File: src/rtl/arb_pkg.sv
// Shared types and default sizes for the two-source round-robin arbiter.
//   grant_e   : grant / last-granted encoding (1 = source A, 0 = source B)
//   ARB_WIDTH : default data word width
//   ARB_CNT_W : default transfer counter width
package arb_pkg;

    typedef enum logic {
        GRANT_B = 1'b0,
        GRANT_A = 1'b1
    } grant_e;

    localparam int unsigned ARB_WIDTH = 8;
    localparam int unsigned ARB_CNT_W = 16;

endpackage

File: src/rtl/mux_m.sv
// 2:1 word multiplexer.
//   data_a : word selected when sel_a = 1
//   data_b : word selected when sel_a = 0
//   sel_a  : select
//   data_o : selected word (combinational)
module mux_m #(
    parameter int unsigned WIDTH = 8
) (
    input  logic [WIDTH-1:0] data_a,
    input  logic [WIDTH-1:0] data_b,
    input  logic             sel_a,
    output logic [WIDTH-1:0] data_o
);

    assign data_o = sel_a ? data_a : data_b;

endmodule

File: src/rtl/mux_rr_arbiter.sv
// Two-source round-robin arbiter with one holding register per source and a
// registered valid/ready output stage feeding the downstream mux select.
//   clk, rst            : clock, synchronous active-high reset
//   a_data/a_valid/a_ready : source A stream (ready = A holding reg empty)
//   b_data/b_valid/b_ready : source B stream (ready = B holding reg empty)
//   out_data/out_valid/out_ready : registered output stream
//   sel_a               : origin of out_data (1 = A, 0 = B)
//   xfer_cnt            : completed output handshakes, wraps
module mux_rr_arbiter
    import arb_pkg::*;
#(
    parameter int unsigned WIDTH = ARB_WIDTH,
    parameter int unsigned CNT_W = ARB_CNT_W
) (
    input  logic             clk,
    input  logic             rst,
    input  logic [WIDTH-1:0] a_data,
    input  logic             a_valid,
    output logic             a_ready,
    input  logic [WIDTH-1:0] b_data,
    input  logic             b_valid,
    output logic             b_ready,
    output logic [WIDTH-1:0] out_data,
    output logic             out_valid,
    input  logic             out_ready,
    output logic             sel_a,
    output logic [CNT_W-1:0] xfer_cnt
);

    logic [WIDTH-1:0] r_hold_a;
    logic [WIDTH-1:0] r_hold_b;
    logic             r_full_a;
    logic             r_full_b;
    logic [WIDTH-1:0] r_out_data;
    logic             r_out_valid;
    logic             r_sel_a;
    grant_e           r_last_a;
    logic [CNT_W-1:0] r_xfer_cnt;

    logic             w_slot_free;
    logic             w_grant_vld;
    grant_e           w_grant;
    logic [WIDTH-1:0] w_mux_data;

    // Readiness comes straight from the full flags: no path from out_ready.
    assign a_ready   = ~r_full_a;
    assign b_ready   = ~r_full_b;
    assign out_data  = r_out_data;
    assign out_valid = r_out_valid;
    assign sel_a     = r_sel_a;
    assign xfer_cnt  = r_xfer_cnt;

    assign w_slot_free = ~r_out_valid | out_ready;

    // Next-grant selection; on a tie the source not granted last wins.
    always_comb begin
        w_grant_vld = 1'b0;
        w_grant     = GRANT_B;
        if (w_slot_free) begin
            if (r_full_a && r_full_b) begin
                w_grant_vld = 1'b1;
                w_grant     = (r_last_a == GRANT_A) ? GRANT_B : GRANT_A;
            end else if (r_full_a) begin
                w_grant_vld = 1'b1;
                w_grant     = GRANT_A;
            end else if (r_full_b) begin
                w_grant_vld = 1'b1;
                w_grant     = GRANT_B;
            end
        end
    end

    // Hold-to-output selection driven by the current grant.
    mux_m #(.WIDTH(WIDTH)) u_mux (
        .data_a (r_hold_a),
        .data_b (r_hold_b),
        .sel_a  (w_grant == GRANT_A),
        .data_o (w_mux_data)
    );

    // Holding registers, arbitration pointer, output stage and counter.
    // Capture needs an empty register and a grant needs a full one, so a
    // register is never filled and drained in the same cycle.
    always_ff @(posedge clk) begin
        if (rst) begin
            r_hold_a    <= '0;
            r_hold_b    <= '0;
            r_full_a    <= 1'b0;
            r_full_b    <= 1'b0;
            r_out_data  <= '0;
            r_out_valid <= 1'b0;
            r_sel_a     <= 1'b0;
            r_last_a    <= GRANT_B;
            r_xfer_cnt  <= '0;
        end else begin
            if (a_valid && !r_full_a) begin
                r_hold_a <= a_data;
                r_full_a <= 1'b1;
            end
            if (b_valid && !r_full_b) begin
                r_hold_b <= b_data;
                r_full_b <= 1'b1;
            end

            if (w_grant_vld) begin
                r_out_data  <= w_mux_data;
                r_out_valid <= 1'b1;
                r_sel_a     <= (w_grant == GRANT_A);
                r_last_a    <= w_grant;
                if (w_grant == GRANT_A) begin
                    r_full_a <= 1'b0;
                end else begin
                    r_full_b <= 1'b0;
                end
            end else if (w_slot_free) begin
                r_out_valid <= 1'b0;
            end

            if (r_out_valid && out_ready) begin
                r_xfer_cnt <= r_xfer_cnt + CNT_W'(1);
            end
        end
    end

endmodule

File: config.mk
export PLATFORM = sky130hd
export DESIGN_NAME = mux_rr_arbiter
export DESIGN_NICKNAME = d
export VERILOG_FILES = /design/src/rtl/arb_pkg.sv /design/src/rtl/mux_m.sv /design/src/rtl/mux_rr_arbiter.sv
export SDC_FILE = /design/constraint.sdc
export NUM_CORES = 1
export LEC_CHECK = 0
export BUFFER_PORTS_ARGS = -buffer_cell sky130_fd_sc_hd__buf_2
export CAP_MARGIN = 30
export CORE_MARGIN = 2
export CORE_UTILIZATION = 35
export DETAILED_ROUTE_END_ITERATION = 10
export HOLD_SLACK_MARGIN = 0.02
export PLACE_DENSITY_LB_ADDON = 0.2
export SLEW_MARGIN = 10
export SYNTH_ARGS = -nofsm -noshare
export SYNTH_HDL_FRONTEND = slang
export SYNTH_HIERARCHICAL = 1
export SYNTH_SLANG_ARGS = --single-unit
File: constraint.sdc
create_clock -name clk -period 1.8 [get_ports clk]
set_input_delay 0.54 -clock clk [delete_from_list [all_inputs] [get_ports clk]]
set_output_delay 0.54 -clock clk [all_outputs]
set_load 0.005 [all_outputs]
==> metrics.md, run 1 <==
| Metric | Value |
|---|---|
| Setup TNS | `0 ns` |
| DP HPWL | `2820 um` |
| Drt pass-1 iters | `4` |
| Vias post-DR | `1,451` |
| Die width | `78.7 um` |
| H-Tree Level Count | `2` |
| Post-DRT Antenna Nets | `0` |
| Post_cts resized | `0` |
| Mapped cell area | `1950 um2` |
| Vias in the first global route | `1,322` |
| CP delay by family, top | `flip-flops` |
| Slowest cell on crit path | `dfxtp_1` |
| Top FF cell, synth | `dfxtp_1` |
| FP Rows | `27` |
| Overflow left after global routing | `0` |
| Finished Cell Area | `2380 um2` |
| Sequential fraction of the synthesis area | `45.2%` |
| Synth Area per Inst | `9.85 um2` |
| Yosys Warn Count | `6` |
| Share of synthesized area spent on multiplexers | `18.5%` |
| Num CTS Buffers | `5` |
| GPL Wtd Cong | `0.702` |
| Final min period | `1.50 ns` |
| Drt total wl | `3910 um` |
| # setup viols final | `0` |
| Vias per cell | `4.51` |
| DP Area | `2270 um2` |
| # DRC | `0` |
| Area Overhead vs Synth | `21.9%` |
| Max-cap violations | `0` |
| Simple-Gate Fraction of Synth Area | `22.5%` |
| WL per Instance | `12.2 um` |
| Main combinational cell family by area after synthesis | `simple AND/OR/NAND/NOR gates` |
| RSZ-0062 raised after global routing | `no` |
| First-pass GRT wire length | `6400 um` |
| Mapped Cells | `198` |
| CTS root buf | `clkbuf_8` |
| Final worst-path cycle share | `83.5%` |
| Post-CTS Setup Inserts | `0` |
| Initial antenna violation count | `0` |
| Largest net degree at the start of global routing | `29` |
| CP max stage delay | `0.40 ns` |
| Initial Utilization | `35.9%` |
| Fin nets | `271` |
| Crit-path cells | `buf_4 -> buf_2` |
| Most numerous cell in the Yosys netlist | `dfxtp_1` |
| Outcome | `finished, final reports clean` |
| Slew @ Worst Pin | `0.362 ns` |
| Die ar. | `6190 um2` |
| Post-Synth Adder-Cell Area | `0.641%` |
| Crit. End Element | `output port` |
| Yosys top cell area share | `45.2%` |
| Clk_lat worst skew | `0.29 ns` |
| Slew margin rel. | `75.8%` |
| Hold_buf cts | `0` |
| Num ports | `49` |
| Post-synth EDFFs | `0` |
| DRT iter0 DRCs | `61` |
| XOR/XNOR Fraction of Synth Area | `4.94%` |
| Worst hold path type | `in -> reg` |
| Final-report max-slew violation count | `0` |
| Overall Global Routing Usage | `13.3%` |
| PwrDens | `857 nW/um2` |
| Crit path required time | `1.26 ns` |
| Max VDD drop | `0.315 mV` |
| Worst path bufs/invs | `2` |
| Die Y | `78.7 um` |
| Async set-or-reset flop fraction in the synthesized netlist | `0%` |
| Final clock skew | `0.00367 ns` |
| Synth cell count leaders | `dfxtp_1 (44), nor2_1 (41), mux2i_1 (24)` |
| Post-Syn Nets | `220` |
| Final hold vios | `0` |
| Crit-path max FO | `5` |
| Crit Path Category | `reg -> out` |
| Filler cells | `537` |
| Leakage | `1.03 nW` |
| Share of post-route cells with drive strength above 1 | `33.2%` |
| Crit path DAT | `0.96 ns` |
| Synth area leaders | `dfxtp_1 (45%), mux2i_1 (12%), nor2_1 (7.9%), mux2_4 (6.2%), xnor2_1 (4.0%)` |
| CORE AREA | `5440 um2` |
| N_diodes | `0` |
| I/O Buffers | `48` |
| Synth area leader | `dfxtp_1` |
| Clock Path Buffers | `2` |
| Crit start category | `flip-flop` |
| Flip-flop and latch count after synthesis | `44` |
| Compound-Gate Fraction of Synth Area | `4.11%` |
| CTS clk-pin slew, worst paths | `0.08 ns` |
| CTS tree | `yes` |
| Unique masters post-synth | `31` |
| Total clock sinks | `44` |
| Max Clock Freq | `666 MHz` |
layout make-up:
class / count / area (um2) / share of cell area [%]
Inverter: 7 / 26.3 / 1.10
Clock inverter: 2 / 35.0 / 1.47
Multi-Input combinational cell: 137 / 988 / 41.6
Tap cell: 72 / 90.1 / 3.79
Sequential cell: 44 / 881 / 37.0
Timing Repair Buffer: 54 / 285 / 12.0
Clock buffer: 6 / 72.6 / 3.05
logic make-up (layout without fill, tap and decap cells):
| group | Yosys count | in the layout |
|---|---|---|
| DFF | 44 | 44 |
| adders and majority gates | 1 | 1 |
| muxes | 32 | 32 |
| xor gates and xnor gates | 11 | 11 |
| buffers and inverters | 17 | 69 |
| AOI/OAI and AO/OA | 13 | 13 |
| and+or+nand+nor | 80 | 80 |
sequential cells by signal, summed over array words and instances (netlist names):
signal     cells
out_data       8
r_full_a       1
r_hold_b       8
r_last_a       1
r_hold_a       8
xfer_cnt      16
out_valid      1
r_full_b       1
worst paths after layout:
| check | from | to | slack, ns | cells past startpoint |
|---|---|---|---|---|
| max reg2reg | r_full_a | out_data[1] | 0.31 | 5 |
| min | a_data[1] | r_hold_a[1] | 0.48 | 3 |
| max | out_valid | out_valid | 0.30 | 2 |
| min reg2reg | out_data[7] | out_data[7] | 0.50 | 2 |
tightest hold or removal path: cells and delay by family:
family	cells	cell delay, ns
buffers and inverters	1	0.07
AND/OR/NAND/NOR	1	0.07
multiplexers	1	0.05
routing by layer:
metal	track usage [%]	vias up	routed length, um
met3	4.25	4	217
met4	4.74	0	40
met5	0	-	0
met2	17.8	32	1640
li1	-	768	-
met1	19.8	647	2010
power by group:
part | internal (W) | leakage (nW) | switching [W]
Clock | 0.000412 | 0.0552 | 0.000326
Combinational | 0.000128 | 0.615 | 0.000125
Sequential | 0.00102 | 0.359 | 0.0000307
stage by stage:
stage	worst slack [ns]	utilization, %	power (W)	hold WS (ns)	instances
2_1_floorplan	0.111	-	0.00125	0.461	198
3_3_place_gp	0.0629	41.8	0.00132	0.473	314
3_5_place_dp	0.0252	41.8	0.00133	0.484	314
4_1_cts	0.276	43.7	0.00208	0.470	322
5_1_grt	0.194	43.7	0.00215	0.479	322
6_report	0.298	43.7	0.00204	0.480	322
layout by cell type (no fill, tap or decap):
cell type  count
xnor2_1        9
inv_1          6
nand2_1        8
clkbuf_8       5
a31o_1         2
bufinv_16      1
nand3_1        7
xor2_1         2
nand4_4        1
nor4_2         4
dfxtp_1       44
or3_1          1
nor2_4         1
a21oi_1        6
mux2i_1       24
inv_2          1
nor2_1        41
nand2b_1       2
nand4_2        2
ha_1           1
a211oi_1       2
nor3_1         5
nor3_2         4
clkinv_2       1
buf_2         48
clkbuf_1       1
nor2b_1        3
a21o_1         1
mux2_4         8
o21ai_0        2
buf_4          6
nand3_2        1
No activity file was read; power rests on OpenSTA's default activity.
==> run 2, diff against run 1 <==
==> constraint.sdc (replaced) <==
create_clock -name clk -period 1.5 [get_ports clk]
set_input_delay 0.45 -clock clk [delete_from_list [all_inputs] [get_ports clk]]
set_output_delay 0.45 -clock clk [all_outputs]
set_load 0.005 [all_outputs]
==> run 2 against run 1 <==
Clock skew increased by 0.0024 ns; die area did not move; utilization grew 1.6 points; non-clock buffer count is 8 higher; sequential share of layout area decreased by 1.2 points; final cell count grew 2.2%; largest cell class unchanged.
==> metrics.md, run 2 (synthesis gave the netlist of run 1 again) <==
| Metric | Value |
|---|---|
| Crit-path cells | `buf_4 -> inv_1 -> buf_2` |
| Slew margin rel. | `76.0%` |
| Reg2reg start | `r_last_a` |
| Final-report max-slew violation count | `0` |
| Final Power | `0.00238 W` |
| Post_cts resized | `0` |
| Crit Path Category | `reg -> out` |
| CP max stage delay | `0.36 ns` |
| Vias per cell | `4.48` |
| Vias post-DR | `1,475` |
| Total clock sinks | `44` |
| Final hold vios | `0` |
| Final clock skew | `0.00607 ns` |
| Slowest cell on crit path | `dfxtp_1` |
| RSZ-0062 raised after global routing | `no` |
| Fin nets | `279` |
| First-pass GRT wire length | `6470 um` |
| Final worst-path cycle share | `93.2%` |
| CORE AREA | `5440 um2` |
| Post-DRT Antenna Nets | `0` |
| Crit path DAT | `0.95 ns` |
| Post-CTS Setup Inserts | `0` |
| Register area | `882 um2` |
| Die ar. | `6190 um2` |
| PwrDens | `964 nW/um2` |
| Outcome | `finished, final reports clean` |
| Overall Global Routing Usage | `13.3%` |
| Crit path from | `r_full_a` |
| Clock Path Buffers | `2` |
| WL per Instance | `12.2 um` |
| Clk_lat worst skew | `0.29 ns` |
| Core Util, Final | `45.3%` |
| Crit-path max FO | `5` |
| Multi-input gate area | `1010 um2` |
| Drt total wl | `4020 um` |
| Crit path required time | `1.05 ns` |
| Slew @ Worst Pin | `0.360 ns` |
| Initial antenna violation count | `0` |
| CP delay by family, top | `flip-flops` |
| FP Rows | `27` |
| DP HPWL | `2890 um` |
| Leakage | `1.09 nW` |
| Num ports | `49` |
| Max VDD drop | `0.416 mV` |
| H-Tree Level Count | `2` |
| WP depth | `3` |
| Setup TNS | `0 ns` |
| Crit. End Element | `output port` |
| Max-cap violations | `0` |
| Drt pass-1 iters | `4` |
| CTS root buf | `clkbuf_8` |
| Most frequent cells in the layout | `buf_2 (48), dfxtp_1 (43), nor2_1 (41)` |
| Largest net degree at the start of global routing | `40` |
| GPL Wtd Cong | `0.745` |
| Num CTS Buffers | `5` |
| Max reg flops | `16` |
| Hold_buf cts | `0` |
| Hold Path Depth | `3` |
| Die width | `78.7 um` |
| R2R depth | `6` |
| CTS clk-pin slew, worst paths | `0.08 ns` |
| Crit start category | `flip-flop` |
| DRT iter0 DRCs | `43` |
| Filler cells | `558` |
| # setup viols final | `0` |
| Vias in the first global route | `1,355` |
| Max Clock Freq | `716 MHz` |
| Hold_sp | `b_data[3]` |
| Commonest non-fill, non-tap cell in the layout | `buf_2` |
| Overflow left after global routing | `0` |
| I/O Buffers | `48` |
| # DRC | `0` |
| Worst path bufs/invs | `3` |
| N_diodes | `0` |
| Die Y | `78.7 um` |
| Area Overhead vs Synth | `26.4%` |
| CTS tree | `yes` |
| Worst hold path type | `in -> reg` |
| Final min period | `1.40 ns` |
| Initial Utilization | `35.9%` |
| Share of post-route cells with drive strength above 1 | `37.0%` |
## run 2: routing by layer
| metal | vias to the layer above | global-route usage [%] | wire [um] |
|---|---|---|---|
| li1 | 780 | - | - |
| met1 | 664 | 19.0 | 2000 |
| met2 | 29 | 19.1 | 1800 |
| met3 | 2 | 3.79 | 190 |
| met4 | 0 | 4.74 | 30 |
| met5 | - | 0 | 0 |
## run 2: worst min-delay path: cells and delay by family
family / cells / cell delay (ns)
AND/OR/NAND/NOR: 1 / 0.07
multiplexers: 1 / 0.05
buffers and inverters: 1 / 0.07
## run 2: layout make-up
| cell class | count | area share [%] |
|---|---|---|
| clock buffer | 7 | 3.91 |
| inverter | 7 | 1.07 |
| multi-input combinational | 137 | 41.1 |
| sequential | 44 | 35.8 |
| tap | 72 | 3.65 |
| timing repair buffer | 62 | 14.5 |
## run 2: metrics by stage
| stage | setup slack, ns | hold slack [ns] | instance area, um2 | std cells |
|---|---|---|---|---|
| 2_1_floorplan | -0.0230 | 0.461 | 1970 | 198 |
| 3_3_place_gp | -0.111 | 0.474 | 2360 | 322 |
| 3_5_place_dp | -0.122 | 0.487 | 2360 | 322 |
| 4_1_cts | 0.0318 | 0.383 | 2450 | 329 |
| 5_1_grt | 0.000554 | 0.385 | 2460 | 329 |
| 6_report | 0.103 | 0.398 | 2460 | 329 |
## run 2: path summary, 6_finish.rpt
kind / slack [ns] / endpoint
worst max-delay path: 0.10 / a_ready
worst min-delay path: 0.40 / r_hold_b[3]
worst max register to register: 0.11 / out_data[6]
worst min register to register: 0.50 / r_hold_a[6]
## run 2: where the power goes
part,total [W],internal (W),switching [W]
clock,0.000789,0.000410,0.000379
combinational,0.000331,0.000173,0.000158
sequential,0.00126,0.00122,0.0000337
total,0.00238,0.00181,0.000570
==> run 3, diff against run 2 <==
==> constraint.sdc (replaced) <==
create_clock -name clk -period 1.5 [get_ports clk]
set_input_delay 0.45 -clock clk [delete_from_list [all_inputs] [get_ports clk]]
set_output_delay 0.45 -clock clk [all_outputs]
set_load 0.1 [all_outputs]
==> run 3 against run 2 <==
Final area up 20%; via count up 4.1%; clock skew up 0.0023 ns; non-clock buffer count down 2; setup slack worse by 0.053 ns; sequential power about the same; first-iteration DRC count up 60%; total power up 16%; critical path depth unchanged; register-to-register slack worse by 0.03 ns; flip-flop and latch count unchanged; largest cell class unchanged; largest power group unchanged; highest routed layer unchanged.
==> metrics.md, run 3 (synthesis gave the netlist of run 1 again) <==
| Metric | Value |
|---|---|
| Num CTS Buffers | `5` |
| Max Clock Freq | `690 MHz` |
| CTS root buf | `clkbuf_8` |
| Vias per cell | `4.68` |
| Slowest cell on crit path | `dfxtp_2` |
| WL per Instance | `12.5 um` |
| Fin nets | `277` |
| Largest net degree at the start of global routing | `30` |
| Placed cells | `319` |
| Most frequent cells in the layout | `nor2_1 (41), buf_12 (28), dfxtp_1 (26)` |
| # setup viols final | `0` |
| Crit path DAT | `1.00 ns` |
| PwrDens | `937 nW/um2` |
| Crit Path Category | `reg -> out` |
| DP HPWL | `3030 um` |
| Initial antenna violation count | `0` |
| CTS clk-pin slew, worst paths | `0.09 ns` |
| Hold WS | `0.379 ns` |
| Slew margin rel. | `76.3%` |
| Final clock skew | `0.00834 ns` |
| # DRC | `0` |
| Vias in the first global route | `1,435` |
| Initial Utilization | `35.9%` |
| Crit. End Element | `output port` |
| Overall Global Routing Usage | `13.9%` |
| Die width | `78.7 um` |
| Clock Path Buffers | `2` |
| CP max stage delay | `0.34 ns` |
| Max VDD drop | `0.497 mV` |
| Final worst-path cycle share | `96.7%` |
| DRT iter0 DRCs | `69` |
| RSZ-0062 raised after global routing | `no` |
| Area Overhead vs Synth | `51.1%` |
| Drt total wl | `4090 um` |
| Overflow left after global routing | `0` |
| Final hold vios | `0` |
| Share of post-route cells with drive strength above 1 | `44.1%` |
| Max-cap violations | `0` |
| FP Rows | `27` |
| Final min period | `1.45 ns` |
| Leakage | `1.16 nW` |
| Post-DRT Antenna Nets | `0` |
| Die ar. | `6190 um2` |
| Clk_lat worst skew | `0.30 ns` |
| H-Tree Level Count | `2` |
| Filler cells | `473` |
| N_diodes | `0` |
| Drt pass-1 iters | `4` |
| Num ports | `49` |
| Slew @ Worst Pin | `0.354 ns` |
| GPL Wtd Cong | `0.719` |
| Vias post-DR | `1,536` |
| Final non-filler cell total | `328` |
| I/O Buffers | `48` |
| Max reg flops | `16` |
| Total clock sinks | `44` |
| Commonest non-fill, non-tap cell in the layout | `nor2_1` |
| Setup TNS | `0 ns` |
| Worst hold path type | `in -> reg` |
| Crit path required time | `1.05 ns` |
| Crit-path cells | `buf_4 -> inv_4 -> buf_12` |
| CORE AREA | `5440 um2` |
| Final-report max-slew violation count | `0` |
| Die Y | `78.7 um` |
| Crit-path max FO | `5` |
| Crit start category | `flip-flop` |
| CTS tree | `yes` |
| Outcome | `finished, final reports clean` |
| First-pass GRT wire length | `6800 um` |
[run 3: cell types whose count changed in the layout (fill, tap and decap cells not counted), moves of 3 or more]
| cell | change |
|---|---|
| buf_2 | -28 |
| buf_12 | +27 |
| dfxtp_1 | -17 |
| dfxtp_4 | +14 |
| dfxtp_2 | +3 |
[run 3: area by class of cell]
type	instances	area (um2)	area share, %
clock inverter	3	47.5	1.61
inverter	7	31.3	1.06
timing repair buffer	60	751	25.5
clock buffer	5	68.8	2.33
tap	72	90.1	3.06
multi-input combinational	137	1020	34.6
sequential	44	938	31.8
[run 3: critical path, delay by kind of cell, from the launching register on]
| kind | cells | cell delay (ns) |
|---|---|---|
| buf+inv | 3 | 0.36 |
| flops | 1 | 0.34 |
[run 3: through the flow]
step,setup slack [ns],area [um2],utilization [%],power [W]
3_3_place_gp,-0.115,2820,51.8,0.00185
5_1_grt,0.00399,2950,54.2,0.00288
6_report,0.0500,2950,54.2,0.00276
3_5_place_dp,-0.201,2820,51.8,0.00186
4_1_cts,0.0173,2940,54.0,0.00279
2_1_floorplan,-0.0760,2040,-,0.00166
[run 3: path summary, 6_finish.rpt]
| kind | slack [ns] | start | end | cells after the start |
|---|---|---|---|---|
| setup / recovery | 0.05 | r_full_a | a_ready | 3 |
| hold / removal | 0.38 | a_data[7] | r_hold_a[7] | 3 |
| setup reg to reg | 0.08 | xfer_cnt[0] | xfer_cnt[12] | 5 |
| hold reg to reg | 0.50 | r_hold_a[5] | r_hold_a[5] | 2 |
[run 3: where the power goes]
part	leakage, nW	internal [W]	switching [W]	total (W)
sequential	0.371	0.00120	0.0000457	0.00125
combinational	0.733	0.000245	0.000340	0.000584
clock	0.0583	0.000502	0.000428	0.000930
total	1.16	0.00195	0.000814	0.00276
[run 3: metal layers]
| metal | part of all wire [%] | global-route usage, % | wire, um | vias to the layer above |
|---|---|---|---|---|
| li1 | - | - | - | 777 |
| met2 | 46 | 20.7 | 1890 | 33 |
| met5 | 0 | 0 | 0 | - |
| met1 | 48 | 18.7 | 1970 | 724 |
| met4 | 0.59 | 4.21 | 24 | 0 |
| met3 | 5.2 | 5.17 | 213 | 2 |
[run 3: repair_timing]
| item | CTS | global route |
|---|---|---|
| gates resized for setup | 2 | 4 |
| pin swaps | 0 | 1 |
| endpoints found under the setup margin | 1 | 12 |
| hold buffers | 0 | 0 |
| buffers inserted | 0 | 1 |
